### src/rtl/fifo_wr_arb_pkg.sv
// Shared types and helpers for the FIFO write-port arbiter.
package fifo_wr_arb_pkg;

    typedef enum logic {
        ARB_IDLE  = 1'b0,
        ARB_GRANT = 1'b1
    } arb_state_e;

    function automatic int idWidth(input int n);
        return (n > 1) ? $clog2(n) : 1;
    endfunction

endpackage

### src/rtl/fifo_rr_pick.sv
// Combinational round-robin picker: first set request above last, wrapping.
module fifo_rr_pick #(
    parameter int NUM_REQ = 4,
    parameter int ID_W    = 2
) (
    input  logic [NUM_REQ-1:0] req,
    input  logic [ID_W-1:0]    last,
    output logic               pick_valid,
    output logic [ID_W-1:0]    pick_id
);

    logic            hiValid;
    logic            loValid;
    logic [ID_W-1:0] hiId;
    logic [ID_W-1:0] loId;

    // hi: first request above last; lo: first at or below last (the wrap)
    always_comb begin
        hiValid = 1'b0;
        loValid = 1'b0;
        hiId    = '0;
        loId    = '0;
        for (int i = 0; i < NUM_REQ; i++) begin
            if (req[i]) begin
                if (ID_W'(i) > last) begin
                    if (!hiValid) begin
                        hiValid = 1'b1;
                        hiId    = ID_W'(i);
                    end
                end else if (!loValid) begin
                    loValid = 1'b1;
                    loId    = ID_W'(i);
                end
            end
        end
        pick_valid = hiValid | loValid;
        pick_id    = hiValid ? hiId : loId;
    end

endmodule

### src/rtl/fifo_wr_arbiter.sv
// Round-robin burst arbiter sharing one FIFO write port among requesters.
module fifo_wr_arbiter
    import fifo_wr_arb_pkg::*;
#(
    parameter int NUM_REQ   = 4,
    parameter int DATA_W    = 8,
    parameter int BURST_LEN = 4,
    parameter int CNT_W     = 16
) (
    input  logic                        wrClk,
    input  logic                        rst,
    input  logic [NUM_REQ-1:0]          req_valid,
    input  logic [NUM_REQ*DATA_W-1:0]   req_data,
    output logic [NUM_REQ-1:0]          req_ready,
    output logic                        wrEn,
    output logic [DATA_W-1:0]           din,
    input  logic                        fifoFull,
    output logic                        grant_valid,
    output logic [idWidth(NUM_REQ)-1:0] grant_id,
    output logic [CNT_W-1:0]            wr_count
);

    localparam int ID_W = idWidth(NUM_REQ);
    localparam int BC_W = $clog2(BURST_LEN + 1);
    localparam logic [BC_W-1:0] LAST_BEAT = BC_W'(BURST_LEN - 1);

    arb_state_e      state;
    arb_state_e      stateNext;
    logic [ID_W-1:0] owner;
    logic [ID_W-1:0] ownerNext;
    logic [ID_W-1:0] lastGrant;
    logic [ID_W-1:0] lastGrantNext;
    logic [ID_W-1:0] pickId;
    logic            pickValid;
    logic [BC_W-1:0] burstCnt;
    logic [BC_W-1:0] burstCntNext;
    logic [CNT_W-1:0] wrCount;
    logic            ownerValid;
    logic [DATA_W-1:0] ownerData;
    logic            inGrant;
    logic            accept;

    fifo_rr_pick #(
        .NUM_REQ (NUM_REQ),
        .ID_W    (ID_W)
    ) u_pick (
        .req        (req_valid),
        .last       (lastGrant),
        .pick_valid (pickValid),
        .pick_id    (pickId)
    );

    always_comb begin
        ownerValid = 1'b0;
        ownerData  = '0;
        for (int i = 0; i < NUM_REQ; i++) begin
            if (owner == ID_W'(i)) begin
                ownerValid = req_valid[i];
                ownerData  = req_data[i*DATA_W +: DATA_W];
            end
        end
    end

    // Reset masks the held grant in the same cycle it is asserted.
    assign inGrant     = (state == ARB_GRANT) && !rst;
    assign accept      = inGrant && ownerValid && !fifoFull;
    assign wrEn        = accept;
    assign din         = inGrant ? ownerData : '0;
    assign grant_valid = inGrant;
    assign grant_id    = rst ? '0 : owner;
    assign wr_count    = wrCount;

    always_comb begin
        req_ready = '0;
        for (int i = 0; i < NUM_REQ; i++) begin
            req_ready[i] = accept && (owner == ID_W'(i));
        end
    end

    always_comb begin
        stateNext     = state;
        ownerNext     = owner;
        burstCntNext  = burstCnt;
        lastGrantNext = lastGrant;
        unique case (state)
            ARB_IDLE: begin
                if (pickValid) begin
                    stateNext    = ARB_GRANT;
                    ownerNext    = pickId;
                    burstCntNext = '0;
                end
            end
            ARB_GRANT: begin
                if (accept) begin
                    burstCntNext = burstCnt + 1'b1;
                end
                if (!ownerValid || (accept && burstCnt == LAST_BEAT)) begin
                    stateNext     = ARB_IDLE;
                    lastGrantNext = owner;
                end
            end
            default: stateNext = ARB_IDLE;
        endcase
    end

    always_ff @(posedge wrClk) begin
        if (rst) begin
            state     <= ARB_IDLE;
            owner     <= '0;
            lastGrant <= ID_W'(NUM_REQ - 1);
            burstCnt  <= '0;
            wrCount   <= '0;
        end else begin
            state     <= stateNext;
            owner     <= ownerNext;
            lastGrant <= lastGrantNext;
            burstCnt  <= burstCntNext;
            if (accept) begin
                wrCount <= wrCount + 1'b1;
            end
        end
    end

endmodule
### config.mk
export PLATFORM = sky130hd
export DESIGN_NAME = fifo_wr_arbiter
export DESIGN_NICKNAME = d
export VERILOG_FILES = /design/src/rtl/fifo_wr_arb_pkg.sv /design/src/rtl/fifo_rr_pick.sv /design/src/rtl/fifo_wr_arbiter.sv
export SDC_FILE = /design/constraint.sdc
export NUM_CORES = 1
export LEC_CHECK = 0
export CAP_MARGIN = 15
export CORE_MARGIN = 4
export CORE_UTILIZATION = 40
export DETAILED_ROUTE_END_ITERATION = 8
export MAX_ROUTING_LAYER = met4
export PLACE_DENSITY = 0.84
export SYNTH_ARGS = -nofsm -noshare
export SYNTH_HDL_FRONTEND = slang
export SYNTH_SLANG_ARGS = --single-unit
### constraint.sdc
create_clock -name wrClk -period 2.1 [get_ports wrClk]
set_input_delay 0.42 -clock wrClk [delete_from_list [all_inputs] [get_ports wrClk]]
set_output_delay 0.42 -clock wrClk [all_outputs]
set_load 0.02 [all_outputs]
==> impl_results.rst, run 1 <==
.. list-table::
   :header-rows: 1

   * - Metric
     - Value
   * - Initial antenna violation count
     - 0
   * - Gate count of the mapped netlist
     - 170
   * - Max-slew violation total from the final report
     - 0
   * - Number of routed nets with antenna violations
     - 0
   * - Worst-path maximum fanout
     - 1
   * - Element type at the critical path end
     - output port
   * - Root buf cell
     - clkbuf_8
   * - Die Area
     - 0.00481 mm²
   * - Post-synth top cells
     - dfxtp_1 (24), a21oi_1 (15), nor2b_1 (13), nor2_1 (12), o21ai_0 (12)
   * - Count of port buffers added during placement
     - 70
   * - Number of distinct library cell variants in the gate-level netlist after synthesis
     - 38
   * - Startpoint of the most critical register-to-register path
     - burstCnt[0]
   * - Final critical-path required period
     - 2050 ps
   * - Critical path's largest stage delay
     - 480 ps
   * - Number of detailed-routing iterations run before antenna repair
     - 4
   * - Vias in the first global route
     - 1603
   * - Cell chain of the critical path
     - clkdlybuf4s50_1 > mux4_2 > nor2b_1 > buf_2
   * - Total Wirelength
     - 4560 µm
   * - Yosys Warn Count
     - 0
   * - Share of the yosys chip area belonging to registers
     - 31.9%
   * - Destination of the worst register-to-register timing path
     - lastGrant[1]
   * - Horizontal die dimension
     - 69.4 µm
   * - Netlist area before placement
     - 0.00151 mm²
   * - Post-synth EDFFs
     - 0
   * - Final Hold Violating Endpoints
     - 0
   * - Estimated wirelength of the detail-placed design
     - 3550 µm
   * - H-Tree Level Count
     - 1
   * - # clock sinks
     - 24
   * - Cells taking the most area after synthesis
     - dfxtp_1 (32%), mux4_2 (13%), nor2b_1 (5.4%), a21oi_1 (5.0%), o21ai_0 (4.0%)
   * - Fraction of post-synthesis cell area in the top cell type by area
     - 31.9%
   * - Share of layout cells above drive strength 1
     - 22.4%
   * - Overflow left after global routing
     - 0
   * - Wire length of the first global-routing pass
     - 7530 µm
   * - Area Growth Syn to Fin
     - 63.3%
   * - Synthesized area per cell
     - 8.86 µm²
   * - Outcome
     - complete, no violations
   * - CTS tree
     - done
   * - Total I/O pin count
     - 71
   * - Buffer depth of the longest clock path
     - 2
   * - Cell with the most instances after synthesis
     - dfxtp_1
   * - Fill cell count
     - 305
   * - Vias per std cell
     - 5.30
   * - Type of origin of the critical path
     - input pin
   * - Count of cells along the worst register-to-register path
     - 6
   * - Slew headroom
     - 66.3%
   * - Post-Route Hold Slack
     - 475 ps
   * - Flip-flop and latch count after synthesis
     - 24
   * - Antenna diodes
     - 0
   * - Remaining design rule violation count
     - 0
   * - Arrival time of the worst setup path
     - 1630 ps
   * - Initial standard-cell utilization of the core
     - 41.1%
   * - Final routed wire length divided by cell count
     - 14.8 µm
   * - # rows
     - 22
   * - CTS Buf Count
     - 3
   * - Final Net Count
     - 302
   * - Net count of the mapped netlist
     - 212
   * - Required @ worst endpoint
     - 1680 ps
   * - Total power per unit cell area
     - 498 mW/mm²
   * - Setup repair after global routing missed its margin
     - no
   * - Iter 0 DRT Violations
     - 32
   * - Die Y-Extent
     - 69.4 µm
   * - Core area
     - 0.00366 mm²
   * - Final clock skew
     - 2.49 ps
   * - Static leakage power
     - 0.992 nW
   * - Hold Path Origin
     - burstCnt[2]
   * - TNS Setup
     - 0 ps
   * - Cell with the largest stage delay on the worst path
     - mux4_2
   * - Worst-Skew Late Latency
     - 270 ps
   * - Commonest register cell after synthesis
     - dfxtp_1
   * - Synth async-reset ratio
     - 0%
   * - Worst vdd ir
     - 0.579 mV
   * - Kind of critical path
     - in -> out
   * - Worst min-delay path endpoint
     - burstCnt[2]
   * - GPL Wtd Cong
     - 0.838
   * - Fmax
     - 488 MHz
   * - Tightest Pin Transition
     - 500 ps
   * - Max-cap violations
     - 0
   * - CTS clk-pin slew, worst paths
     - 80 ps
   * - GRT Total Usage
     - 19.7%
   * - Post-route clock period utilization
     - 97.5%
   * - Top cell type by total area after synthesis
     - dfxtp_1
   * - Reg-to-reg setup timing slack
     - 270 ps
   * - Worst hold path stage count
     - 2
   * - Final setup viols
     - 0
   * - Overall via count from detail_route
     - 1626
   * - Maximum number of pins on one net before global-route repair
     - 20
   * - Class of the tightest hold or removal check
     - reg -> reg
## kinds of logic (layout without fill, tap and decap cells)
group	Yosys count	count (layout)	share of synthesized area (%)
mux	10	10	14.1
fa+ha+maj	3	3	2.49
flops	24	24	31.9
compound gates	35	35	13.3
buf+inv	16	105	4.49
simple gates	77	77	30.8
xor+xnor	5	5	2.91
## critical path, delay by kind of cell
kind | cells | cell delay [ps]
simple gates | 1 | 140
mux | 1 | 480
buf+inv | 2 | 580
## cell type report
| class | count | area [µm²] | share of cell area, % |
|---|---|---|---|
| multi-input cells | 130 | 975 | 39.6 |
| clock buffers | 3 | 41.3 | 1.68 |
| well taps | 48 | 60.1 | 2.44 |
| inverters | 10 | 37.5 | 1.53 |
| flip-flops and latches | 24 | 485 | 19.7 |
| clock inverters | 1 | 30.0 | 1.22 |
| repair buffers | 91 | 831 | 33.8 |
## metal layers
metal	share of wire, %	track usage [%]	wire length [µm]
met3	5.1	4.06	231
met2	50	34.5	2270
met5	0	-	0
met4	2.2	6.94	102
met1	43	22.1	1950
## state kept, by name (all words and copies together) (netlist names)
name / count
owner: 2
wr_count: 16
burstCnt: 3
lastGrant: 2
state: 1
## metrics by stage
step | util (%) | total power, mW | cell area, µm² | std cells | setup WS [ps]
2_1_floorplan | - | 0.658 | 1510 | 170 | 200
3_3_place_gp | 65.7 | 0.829 | 2400 | 301 | -419
3_5_place_dp | 65.7 | 0.837 | 2400 | 301 | -437
4_1_cts | 66.8 | 1.23 | 2450 | 307 | -18.0
5_1_grt | 67.2 | 1.28 | 2460 | 307 | 2.26
6_report | 67.2 | 1.23 | 2460 | 307 | 52.0
## worst max path at each step
stage,endpoint,start,cells after the start
after floorplan,req_ready[0],rst,2
after global placement,wrEn,rst,6
after detailed placement,wrEn,rst,6
after CTS,wrEn,req_valid[3],5
after global routing,req_ready[0],fifoFull,6
final,din[4],req_data[20],4
## power by group
part / internal (mW) / switching (mW)
logic: 0.200 / 0.138
registers: 0.468 / 0.0162
clock network: 0.255 / 0.148
## timing repair
action,in CTS,in global routing
hold endpoints to repair,0,0
buffers inserted,2,0
hold buffers,0,0
setup endpoints to repair,16,4
resized for setup,59,12
pin swaps,1,1
## placed cells by master, fill, tap and decap left out, types with 3 or more instances in the layout
| master | count |
|---|---|
| clkdlybuf4s50_1 | 50 |
| dfxtp_1 | 22 |
| buf_4 | 19 |
| a21oi_1 | 15 |
| nor2b_1 | 13 |
| nor2_1 | 12 |
| o21ai_0 | 12 |
| buf_2 | 12 |
| nand2_1 | 10 |
| nand3_1 | 10 |
| inv_1 | 9 |
| mux4_2 | 9 |
| or3_1 | 8 |
| dlymetal6s2s_1 | 4 |
| xor2_1 | 3 |
| nand2b_1 | 3 |
| ha_1 | 3 |
| clkbuf_8 | 3 |
| dlygate4sd2_1 | 3 |
Power figures use the tool's default switching activity.
==> run 2, diff against run 1 <==
- GPL_TIMING_DRIVEN: unset -> 0
==> impl_results.rst, run 2 (synthesis results as in run 1) <==
.. list-table::
   :header-rows: 1

   * - Metric
     - Value
   * - Worst setup slack after placement
     - -872 ps (-435 ps)
   * - Cell chain of the critical path
     - buf_4 > mux4_2 > nand2_4 > inv_4 > buf_6
   * - Critical path buffer and inverter count
     - 3 (+1)
   * - Horizontal die dimension
     - 69.4 µm (unchanged)
   * - Slew headroom
     - 65.9% (-0.47 points)
   * - Worst-path maximum fanout
     - 6 (+5)
   * - Required @ worst endpoint
     - 1680 ps (about the same)
   * - Outcome
     - complete, no violations
   * - Element type at the critical path end
     - output port
   * - Count of port buffers added during placement
     - 70 (unchanged)
   * - Startpoint of the most critical register-to-register path
     - owner[0]
   * - Total I/O pin count
     - 71 (unchanged)
   * - Worst min-delay path endpoint
     - burstCnt[2]
   * - CTS Buf Count
     - 3 (unchanged)
   * - Final setup viols
     - 0 (unchanged)
   * - # clock sinks
     - 24 (unchanged)
   * - Core area
     - 0.00366 mm² (unchanged)
   * - Initial standard-cell utilization of the core
     - 41.1% (unchanged)
   * - Max-slew violation total from the final report
     - 0 (unchanged)
   * - Largest register FFs
     - 16 (unchanged)
   * - GPL Wtd Cong
     - 0.801 (-4.5%)
   * - Cell area reported after detailed placement
     - 0.00227 mm² (-5.7%)
   * - Max-cap violations
     - 0 (unchanged)
   * - Share of layout cells above drive strength 1
     - 19.5% (-2.9 points)
   * - Total Wirelength
     - 4500 µm (-1.3%)
   * - Count of cells along the worst register-to-register path
     - 6 (unchanged)
   * - CTS tree
     - done
   * - Tightest Pin Transition
     - 507 ps (+6.96 ps)
   * - Final critical-path required period
     - 2040 ps (-5.88 ps)
   * - Die Y-Extent
     - 69.4 µm (unchanged)
   * - Cell with the largest stage delay on the worst path
     - mux4_2
   * - H-Tree Level Count
     - 1 (unchanged)
   * - Buffer depth of the longest clock path
     - 2 (unchanged)
   * - Kind of critical path
     - reg -> out
   * - Final Net Count
     - 294 (-2.6%)
   * - Overall via count from detail_route
     - 1625 (-0.062%)
   * - Static leakage power
     - 0.918 nW (-7.4%)
   * - Worst-Skew Late Latency
     - 260 ps (about the same)
   * - Post-route clock period utilization
     - 97.2% (-0.28 points)
   * - Remaining design rule violation count
     - 0 (unchanged)
   * - Reg-to-reg setup timing slack
     - 140 ps (-130 ps)
   * - Final routed wire length divided by cell count
     - 15.0 µm (+1.3%)
   * - Met1 usage
     - 24.0% (+1.9 points)
   * - Fmax
     - 490 MHz (+0.29%)
   * - Leading cell types in the layout, fill and taps excluded
     - clkdlybuf4s50_1 (49), dfxtp_1 (21), a21oi_1 (15), nor2b_1 (13)
   * - Destination of the worst register-to-register timing path
     - wr_count[15]
   * - Antenna diodes
     - 0 (unchanged)
   * - Total stage count of the critical path
     - 5 (+1)
   * - Wire length of the first global-routing pass
     - 7640 µm (+1.5%)
   * - GRT Total Usage
     - 19.9% (+0.21 points)
   * - Final Hold Violating Endpoints
     - 0 (unchanged)
   * - Post-route standard cell area excluding fillers
     - 0.00237 mm² (-3.5%)
   * - # rows
     - 22 (unchanged)
   * - Setup repair after global routing missed its margin
     - no
   * - Total power per unit cell area
     - 509 mW/mm² (+2.3%)
   * - Maximum number of pins on one net before global-route repair
     - 15 (-25%)
   * - Vias per std cell
     - 5.43 (+2.6%)
   * - Area Growth Syn to Fin
     - 57.6%
   * - Most common cell after layout, fill and taps aside
     - clkdlybuf4s50_1
   * - CTS clk-pin slew, worst paths
     - 90 ps (about the same)
   * - Met3 routing resource usage after global routing
     - 4.20% (+0.14 points)
   * - Number of routed nets with antenna violations
     - 0 (unchanged)
   * - Iter 0 DRT Violations
     - 65 (+100%)
   * - Worst hold path stage count
     - 2 (unchanged)
   * - Post-Route Hold Slack
     - 476 ps (+1.26 ps)
   * - Number of detailed-routing iterations run before antenna repair
     - 4 (unchanged)
   * - Arrival time of the worst setup path
     - 1620 ps (about the same)
   * - Gate family responsible for the most delay along the worst path
     - multiplexers
   * - Overflow left after global routing
     - 0 (unchanged)
   * - Vias in the first global route
     - 1609 (+0.37%)
   * - Estimated wirelength of the detail-placed design
     - 3450 µm (-2.9%)
   * - Hold Path Origin
     - burstCnt[2]
   * - Critical path's largest stage delay
     - 550 ps (+70 ps)
   * - Busiest layer in global routing
     - met2
   * - Die Area
     - 0.00481 mm² (unchanged)
   * - Class of the tightest hold or removal check
     - reg -> reg
   * - Worst vdd ir
     - 0.301 mV (-48%)
   * - Worst setup margin
     - 57.9 ps (+5.88 ps)
   * - Initial antenna violation count
     - 0 (unchanged)
   * - Final clock skew
     - 1.31 ps (-1.18 ps)
   * - Root buf cell
     - clkbuf_8
   * - Met2 global-route usage
     - 33.4% (-1.2 points)
   * - Type of origin of the critical path
     - flip-flop
[run 2: cell count changes in the layout (fill, tap and decap cells not counted), sizes merged]
| cell | before | now |
|---|---|---|
| buf | 34 | 19 |
| clkdlybuf4s50 | 50 | 49 |
| dlygate4sd2 | 3 | 8 |
| clkbuf | 3 | 9 |
| dlymetal6s2s | 4 | 0 |
| clkdlybuf4s15 | 0 | 1 |
[run 2: final cells by class]
| type | count | area (µm²) |
|---|---|---|
| fillers | 316 | 1290 |
| multi-input cells | 130 | 977 |
| repair buffers | 78 | 702 |
| flip-flops and latches | 24 | 487 |
| well taps | 48 | 60.1 |
| clock buffers | 3 | 41.3 |
| inverters | 10 | 40.0 |
| plain buffers | 5 | 36.3 |
| clock inverters | 1 | 30.0 |
[run 2: worst reg2reg max path: cells and delay by family, from the launching register on]
| family | cells | cell delay [ps] |
|---|---|---|
| AO/OA/AOI/OAI | 1 | 140 |
| buffers and inverters | 2 | 310 |
| flip-flops | 1 | 370 |
| multiplexers | 1 | 390 |
| AND/OR/NAND/NOR | 2 | 670 |
[run 2: worst max-delay path by stage]
stage | from | end | slack (ps)
final | owner[0] | wrEn | 60
after detailed placement | rst | wrEn | -870
after floorplan | rst | req_ready[0] | 200
after CTS | state | req_ready[3] | 4
after global routing | owner[0] | wrEn | 4
after global placement | fifoFull | wrEn | -820
[run 2: metal layers]
metal	vias to the layer above	part of all wire, %	wire length (µm)
li1	789	-	-
met1	757	42	1900
met2	72	50	2260
met3	7	6.2	277
met4	0	1.4	63
met5	-	0	0
[run 2: report_power, final]
part	switching (mW)	leakage (nW)	total [mW]	internal [mW]
Sequential	0.0204	0.196	0.489	0.469
Clock	0.150	0.0357	0.404	0.255
Combinational	0.132	0.687	0.316	0.184
[run 2: stage by stage]
step	util, %	total power [mW]	setup TNS [ps]	instances
finish	64.8	1.21	0	299
global route	64.8	1.27	0	299
CTS	65.0	1.22	0	299
detailed placement	61.9	0.799	-12390	288
global placement	61.9	0.791	-11400	288
floorplan	-	0.658	0	170
[run 2: repair_timing]
item,in CTS,in global routing
endpoints found under the setup margin,19,11
hold buffers,0,0
resized for setup,78,3
buffers inserted,7,1
gates cloned,0,0
pin swaps,2,1
